[config.mk]
export PLATFORM = sky130hd
export DESIGN_NAME = output_sram_arbiter
export DESIGN_NICKNAME = d
export VERILOG_FILES = /design/src/rtl/npu_pkg.sv /design/src/rtl/output_sram_arbiter_rd_valid_pipe.sv /design/src/rtl/output_sram_arbiter.sv
export SDC_FILE = /design/constraint.sdc
export NUM_CORES = 1
export LEC_CHECK = 0
export ABC_CLOCK_PERIOD_IN_PS = 2700
export CORE_MARGIN = 1
export CORE_UTILIZATION = 31
export CTS_BUF_LIST = sky130_fd_sc_hd__clkbuf_16
export CTS_CLUSTER_DIAMETER = 80
export CTS_CLUSTER_SIZE = 14
export DETAILED_ROUTE_END_ITERATION = 16
export DONT_BUFFER_PORTS = 1
export HOLD_SLACK_MARGIN = 0.05
export SLEW_MARGIN = 10
export SYNTH_ARGS = -nofsm -noshare
export SYNTH_HDL_FRONTEND = slang
export SYNTH_SLANG_ARGS = --single-unit
[constraint.sdc]
create_clock -name m_axis_aclk -period 2.7 [get_ports m_axis_aclk]
set_input_delay 0.27 -clock m_axis_aclk [delete_from_list [all_inputs] [get_ports m_axis_aclk]]
set_output_delay 0.27 -clock m_axis_aclk [all_outputs]
set_load 0.02 [all_outputs]
[src/rtl/npu_pkg.sv]
// Shared definitions for the NPU result-SRAM path: memory geometry and the
// state encoding of the output SRAM arbiter.
package npu_pkg;

    localparam int MAX_ADDR_WIDTH = 13;
    localparam int SRAM_WIDTH_O   = 48;   // 6 x 8-bit results per word

    typedef enum logic [1:0] {
        ARB_IDLE = 2'd0,
        ARB_WR   = 2'd1,
        ARB_RD   = 2'd2
    } arb_state_t;

endpackage

[src/rtl/output_sram_arbiter_rd_valid_pipe.sv]
// Read-return tracker: shifts the read-accept strobe through RD_LATENCY+1
// stages. The second-to-last stage tells the parent when sram_dout holds the
// word to capture; the last stage is the rd_valid strobe itself.
module rd_valid_pipe #(
    parameter int RD_LATENCY = 1
) (
    input  logic m_axis_aclk,
    input  logic m_axis_aresetn,
    input  logic accept,
    output logic load,
    output logic valid,
    output logic pending
);

    localparam int DEPTH = RD_LATENCY + 1;

    logic [DEPTH-1:0] vld_p;

    // Shift the accept strobe one stage per cycle; reset discards in-flight reads
    always_ff @(posedge m_axis_aclk or negedge m_axis_aresetn) begin
        if (!m_axis_aresetn) begin
            vld_p <= '0;
        end else begin
            vld_p <= {vld_p[DEPTH-2:0], accept};
        end
    end

    assign load    = vld_p[DEPTH-2];
    assign valid   = vld_p[DEPTH-1];
    assign pending = |vld_p[DEPTH-2:0];

endmodule

[src/rtl/output_sram_arbiter.sv]
// Output SRAM arbiter: shares the single-port result SRAM between the compute
// writeback path (writes) and the AXI-Stream output engine (reads). One
// access is granted per cycle; the command to the SRAM is registered and
// read data comes back in order with a fixed-latency valid strobe. Bounded
// bursts keep either side from starving the other.
module output_sram_arbiter #(
    parameter int MAX_ADDR_WIDTH = npu_pkg::MAX_ADDR_WIDTH,
    parameter int SRAM_WIDTH_O   = npu_pkg::SRAM_WIDTH_O,
    parameter int RD_LATENCY     = 1,
    parameter int BURST_MAX      = 8
) (
    input  logic                      m_axis_aclk,
    input  logic                      m_axis_aresetn,
    input  logic                      wr_req,
    input  logic [MAX_ADDR_WIDTH-1:0] wr_addr,
    input  logic [SRAM_WIDTH_O-1:0]   wr_data,
    output logic                      wr_gnt,
    input  logic                      rd_req,
    input  logic [MAX_ADDR_WIDTH-1:0] rd_addr,
    output logic                      rd_gnt,
    output logic [SRAM_WIDTH_O-1:0]   rd_data,
    output logic                      rd_valid,
    output logic                      rd_pending,
    output logic                      sram_en,
    output logic                      sram_we,
    output logic [MAX_ADDR_WIDTH-1:0] sram_addr,
    output logic [SRAM_WIDTH_O-1:0]   sram_din,
    input  logic [SRAM_WIDTH_O-1:0]   sram_dout
);

    import npu_pkg::*;

    localparam int                 CNT_W   = $clog2(BURST_MAX + 1);
    localparam logic [CNT_W-1:0]   CNT_MAX = CNT_W'(BURST_MAX);
    localparam logic [CNT_W-1:0]   CNT_ONE = CNT_W'(1);

    arb_state_t       state;
    logic [CNT_W-1:0] burst_cnt;
    logic             rd_load;

    // Burst counter increment that sticks at the limit
    function automatic logic [CNT_W-1:0] sat_inc(input logic [CNT_W-1:0] c);
        return (c >= CNT_MAX) ? CNT_MAX : c + CNT_ONE;
    endfunction

    // Grant selection: writes win ties from idle; the current owner keeps the
    // port until its burst is spent, but only if the other side is waiting
    always_comb begin
        wr_gnt = 1'b0;
        rd_gnt = 1'b0;
        case (state)
            ARB_WR: begin
                if (wr_req && (!rd_req || burst_cnt < CNT_MAX)) wr_gnt = 1'b1;
                else if (rd_req)                                rd_gnt = 1'b1;
            end
            ARB_RD: begin
                if (rd_req && (!wr_req || burst_cnt < CNT_MAX)) rd_gnt = 1'b1;
                else if (wr_req)                                wr_gnt = 1'b1;
            end
            default: begin
                if (wr_req)      wr_gnt = 1'b1;
                else if (rd_req) rd_gnt = 1'b1;
            end
        endcase
    end

    // Arbiter FSM with burst tracking and the registered SRAM command
    always_ff @(posedge m_axis_aclk or negedge m_axis_aresetn) begin
        if (!m_axis_aresetn) begin
            state     <= ARB_IDLE;
            burst_cnt <= '0;
            sram_en   <= 1'b0;
            sram_we   <= 1'b0;
            sram_addr <= '0;
            sram_din  <= '0;
        end else if (wr_gnt) begin
            state     <= ARB_WR;
            burst_cnt <= (state == ARB_WR) ? sat_inc(burst_cnt) : CNT_ONE;
            sram_en   <= 1'b1;
            sram_we   <= 1'b1;
            sram_addr <= wr_addr;
            sram_din  <= wr_data;
        end else if (rd_gnt) begin
            state     <= ARB_RD;
            burst_cnt <= (state == ARB_RD) ? sat_inc(burst_cnt) : CNT_ONE;
            sram_en   <= 1'b1;
            sram_we   <= 1'b0;
            sram_addr <= rd_addr;
        end else begin
            // Address and write data hold so the SRAM pins stay quiet when idle
            state     <= ARB_IDLE;
            burst_cnt <= '0;
            sram_en   <= 1'b0;
            sram_we   <= 1'b0;
        end
    end

    rd_valid_pipe #(
        .RD_LATENCY (RD_LATENCY)
    ) u_rd_valid_pipe (
        .m_axis_aclk    (m_axis_aclk),
        .m_axis_aresetn (m_axis_aresetn),
        .accept         (rd_gnt),
        .load           (rd_load),
        .valid          (rd_valid),
        .pending        (rd_pending)
    );

    // Capture the SRAM word on the edge that raises rd_valid; hold until the next one
    always_ff @(posedge m_axis_aclk or negedge m_axis_aresetn) begin
        if (!m_axis_aresetn) begin
            rd_data <= '0;
        end else if (rd_load) begin
            rd_data <= sram_dout;
        end
    end

endmodule
==> results of run 1 <==
-- synth_stat cells --
| cell | n | area (um^2) |
|---|---|---|
| a32o_1 | 1 | 10.01 |
| o32ai_1 | 1 | 8.760 |
| inv_1 | 10 | 37.54 |
| mux2_2 | 86 | 968.4 |
| nand2_1 | 29 | 108.9 |
| nor3b_1 | 1 | 7.510 |
| buf_4 | 4 | 30.03 |
| xnor2_1 | 1 | 8.760 |
| o21ai_0 | 2 | 10.01 |
| buf_2 | 2 | 10.01 |
| o211ai_1 | 5 | 37.54 |
| clkbuf_1 | 13 | 48.80 |
| nor2b_1 | 1 | 6.260 |
| inv_4 | 1 | 6.260 |
| buf_6 | 1 | 11.26 |
| nand3b_1 | 1 | 7.510 |
| a21boi_0 | 1 | 7.510 |
| o22ai_1 | 1 | 6.260 |
| a221oi_1 | 1 | 8.760 |
| mux2_4 | 10 | 150.1 |
| or2_2 | 1 | 6.260 |
| o211ai_4 | 1 | 21.27 |
| nor3_1 | 1 | 5.000 |
| buf_12 | 1 | 20.02 |
| o2111ai_1 | 13 | 113.9 |
| nand4_1 | 1 | 6.260 |
| a21oi_1 | 1 | 5.000 |
| o211ai_2 | 9 | 112.6 |
| ha_1 | 4 | 50.05 |
| buf_1 | 1 | 3.750 |
| a31oi_1 | 1 | 6.260 |
| or4b_1 | 1 | 10.01 |
| o311ai_0 | 1 | 8.760 |
| a21boi_2 | 1 | 11.26 |
| nor2_1 | 1 | 3.750 |
| dfrtp_1 | 118 | 2953 |
| buf_8 | 1 | 15.01 |
| a32oi_1 | 1 | 8.760 |
| a211oi_1 | 2 | 15.01 |
-- kinds of logic after synthesis --
group,count (synthesis)
compound gates,42
xor+xnor,1
fa+ha+maj,4
buf+inv,34
flops,118
mux,96
simple gates,37
-- stage by stage --
step	area, um^2	util	hold WS, ns	std cells	setup WS [ns]
floorplan	4866	-	-0.02559	332	0.3725
global placement	5065	0.3319	-0.02298	528	0.3070
detailed placement	5065	0.3319	-0.02334	528	0.2728
==> run_results.csv, run 1 <==
group,metric,value,unit
outcome,firstError,"[ERROR RSZ-0060] Max buffer count reached.",
floorplanning,placementRows,45,
yosys,syn_inst,332,
place,dp_hpwl,7275,um
floorplanning,die_w,127.3,um
floorplanning,initial_utilization,0.3189,
clock_tree,cts-root-buf,"clkbuf_16",
clock_tree,cts-htree-levels,4,
floorplanning,ios,241,
place,gp_congestion,0.7346,
yosys,ys_ff_latch,118,
clock_tree,cts_hold_buf,112,
yosys,synth_xor_area_frac,0.001800,
outcome,stop_stage,"clock tree synthesis (4_1_cts)",
yosys,ys_warn_count,0,
place,portBuffers,0,
yosys,synth-simple-area-share,0.03317,
yosys,synth_compound_area_frac,0.08048,
clock_tree,cts-resized-gates,3,
yosys,yosys.cell_types.count,39,
outcome,status,"did not finish",
clock_tree,cts.sinks,118,
yosys,synth.mux.area_fraction,0.2299,
yosys,synth_adder_area_share,0.01029,
yosys,avgSynthCellArea,14.66,um^2
yosys,ys_seq_area_frac,0.6068,
yosys,syn-cell-area,4866,um^2
clock_tree,post-cts-setup-buffers,0,
yosys,synth_top_family_by_area,"multiplexers",
clock_tree,cts_max_path_buffers,2,
clock_tree,numCtsBuffers,17,
yosys,syn-num-nets,462,
floorplanning,die_y,127.3,um
==> run 2: changes to the inputs <==
- CORE_UTILIZATION: 31 -> 20
- CTS_BUF_LIST: sky130_fd_sc_hd__clkbuf_16 -> unset
- CTS_CLUSTER_DIAMETER: 80 -> unset
- CTS_CLUSTER_SIZE: 14 -> unset
- HOLD_SLACK_MARGIN: 0.05 -> unset
- PLACE_DENSITY_LB_ADDON: unset -> 0.15
==> run_results.csv, run 2 <==
group,metric,value,unit
yosys,synth_top_family_by_area,"multiplexers",
finish,area_growth,40.27,%
finish,drive_above_1_share,0.3333,
timing,finalCritPeriodShare,0.9231,
finish,final_area,6825,um^2
yosys,ys_ff_latch,118,
yosys,synth.mux.area_fraction,0.2299,
timing,period_minus_slack,2.492,ns
outcome,violations,"negative hold slack",
global_routing,antenna_found_initial,0,
global_routing,grt_max_degree,119,
worst_setup_path,worstPathCellList,"inv_1 > ha_1 > buf_4 > a21boi_4 > o211ai_4 > inv_4",
yosys,yosys.cell_types.count,39,
finish,final_cell_mix,"dfrtp_1, dlygate4sd3_1, mux2_2",
timing,finalSetupViolCount,0,
yosys,syn-cell-area,4866,um^2
global_routing,grt_pass1_wl,18220,um
clock_tree,cts_max_path_buffers,2,
worst_setup_path,r2r_slack,0.29,ns
timing,fin_tns_setup,0,ns
run,maxCapViolations,0,
place,place_ws,0.2393,ns
worst_setup_path,crit_path_end_kind,"output pin",
worst_setup_path,crit_fanout,16,
yosys,syn_inst,332,
yosys,synth_compound_area_frac,0.08048,
clock_tree,clock_latency,0.41,ns
global_routing,busiest_layer,"met2",
global_routing,gr-usage-met3,0.04489,
floorplanning,die_w,158.0,um
clock_tree,clk_pin_slew_worst_paths,0.05,ns
floorplanning,initial_utilization,0.2055,
pwr,peakVddDrop,0.4432,mV
worst_setup_path,critPathMaxStageDelay,0.44,ns
worst_setup_path,critical_path_class,"reg -> out",
yosys,ys_seq_area_frac,0.6068,
worst_setup_path,cp_data_required_time,2.43,ns
yosys,synth-async-reset-ratio,1.000,
timing,report.final.slew_viol_count,0,
floorplanning,placementRows,56,
yosys,synth_edf_count,0,
routing,vias,3137,
floorplanning,die_y,158.0,um
yosys,netlist_top_cells_count,"dfrtp_1, mux2_2, nand2_1, clkbuf_1, o2111ai_1",
routing,first_pass_iters,4,
worst_setup_path,cp-start-kind,"register",
routing,routedWlPerCell,16.31,um
clock_tree,cts-htree-levels,4,
timing,hold_viol,118,
worst_setup_path,crit_buf_inv,3,
timing,maxSlewHeadroom,0.6431,
timing,setup_slack,0.2077,ns
global_routing,grt_pass1_vias,3314,
finish,top_regs,"rd_data x48, sram_din x48, sram_addr x13",
yosys,synth_top_area_frac,0.6068,
yosys,yosysTopAreaCell,"dfrtp_1",
clock_tree,numCtsBuffers,17,
yosys,ys_warn_count,0,
yosys,synth_most_common_cell,"dfrtp_1",
worst_setup_path,ff2ff_path_depth,6,
yosys,avgSynthCellArea,14.66,um^2
routing,wirelength,12500,um
finish,final_common_cell,"dfrtp_1",
worst_setup_path,r2r_end,"sram_din[33]",
worst_setup_path,cp_top_family,"compound AO/OA/AOI/OAI gates",
yosys,synth-main-ff-cell,"dfrtp_1",
clock_tree,cts_hold_buf,97,
yosys,synth_xor_area_frac,0.001800,
outcome,status,"finished with violations",
floorplanning,coreArea,23680,um^2
place,place_area,5223,um^2
yosys,synth-simple-area-share,0.03317,
finish,multi_input_area,1745,um^2
floorplanning,die-area,24960,um^2
worst_setup_path,r2r-start,"state[0]",
finish,seqCellArea,2954,um^2
routing,antenna_left,0,
timing,worstMarginPinSlew,0.5328,ns
timing,worst_hold_slack,-0.4422,ns
global_routing,gr-usage-met1,0.1074,
timing,fmax,0.4012,GHz
yosys,synth_adder_area_share,0.01029,
floorplanning,ios,241,
place,portBuffers,0,
clock_tree,cts.sinks,118,
worst_setup_path,slowest_stage,"a21boi_4",
routing,drc,0,
timing,skew,0.005978,ns
clock_tree,cts-root-buf,"clkbuf_16",
routing,drtIter0Drc,130,
global_routing,grtUsageMet2,0.1640,
yosys,syn-num-nets,462,
finish,nNetsFinal,565,
worst_setup_path,arrival,2.22,ns
global_routing,grt.overflow.total,0,
hold_path,min_path_type,"in -> async",
global_routing,grt_use_total,0.09843,
finish,diodes,0,
routing,vias_per_cell,4.095,
finish,fillers,2442,
place,gp_congestion,0.6702,
pwr,leakagePower,0.002826,uW
timing,rsz0062_at_grt,"false",
clock_tree,cts_tree,"yes",
yosys,synth_top_cells_by_area,"dfrtp_1, mux2_2, mux2_4",
place,dp_hpwl,8048,um
pwr,powerDensity,1382,nW/um^2
run 2: cell counts after synthesis:
No cell type changed its count.
run 2: cell families after synthesis:
family / after synthesis
fa+ha+maj: 4
buf+inv: 34
compound gates: 42
mux: 96
flops: 118
simple gates: 37
xor+xnor: 1
run 2: repair_timing:
action	CTS	global route
resized for setup	1	0
buffers inserted	0	0
setup endpoints to repair	1	0
hold endpoints to repair	215	118
run 2: worst max-delay path by stage:
stage | cells past startpoint | endpoint | slack [ns] | startpoint
after CTS | 5 | wr_gnt | 0.15 | state[0]
after floorplan | 8 | sram_din[10] | 0.37 | state[0]
final | 6 | wr_gnt | 0.21 | state[1]
after detailed placement | 6 | sram_din[40] | 0.24 | state[0]
after global placement | 6 | sram_din[19] | 0.30 | state[0]
after global routing | 6 | wr_gnt | 0.007 | state[1]
run 2: area by class of cell:
| type | count | area share |
|---|---|---|
| Timing Repair Buffer | 107 | 0.1551 |
| Sequential cell | 118 | 0.4328 |
| Clock buffer | 23 | 0.07003 |
| Clock inverter | 8 | 0.02145 |
| Inverter | 11 | 0.006416 |
| Tap cell | 319 | 0.05848 |
| Multi-Input combinational cell | 180 | 0.2557 |
run 2: where the power goes:
group | internal, uW | switching, uW
logic | 1440 | 1130
registers | 2680 | 1770
clock network | 1610 | 804
run 2: metal layers:
| metal | wire (um) | vias up |
|---|---|---|
| met1 | 4887 | 1571 |
| met2 | 6223 | 152 |
| met4 | 176 | 0 |
| li1 | - | 1402 |
| met3 | 1210 | 12 |
| met5 | 0 | - |
run 2: stage by stage:
step / total power, uW / instances / utilization
after CTS: 9602 / 766 / 0.2882
after floorplan: 6349 / 332 / -
after global placement: 6925 / 638 / 0.2205
final: 9435 / 766 / 0.2882
after global routing: 9998 / 766 / 0.2882
after detailed placement: 6993 / 638 / 0.2205
run 2: worst reg2reg max path, stage by stage, from the launching register on:
cell      delay [ns]
dfrtp_1         0.38
inv_1           0.05
ha_1            0.31
or4b_1          0.56
o211ai_4        0.27
buf_12          0.31
mux2_2          0.41
(Power assumes the default switching activity.)
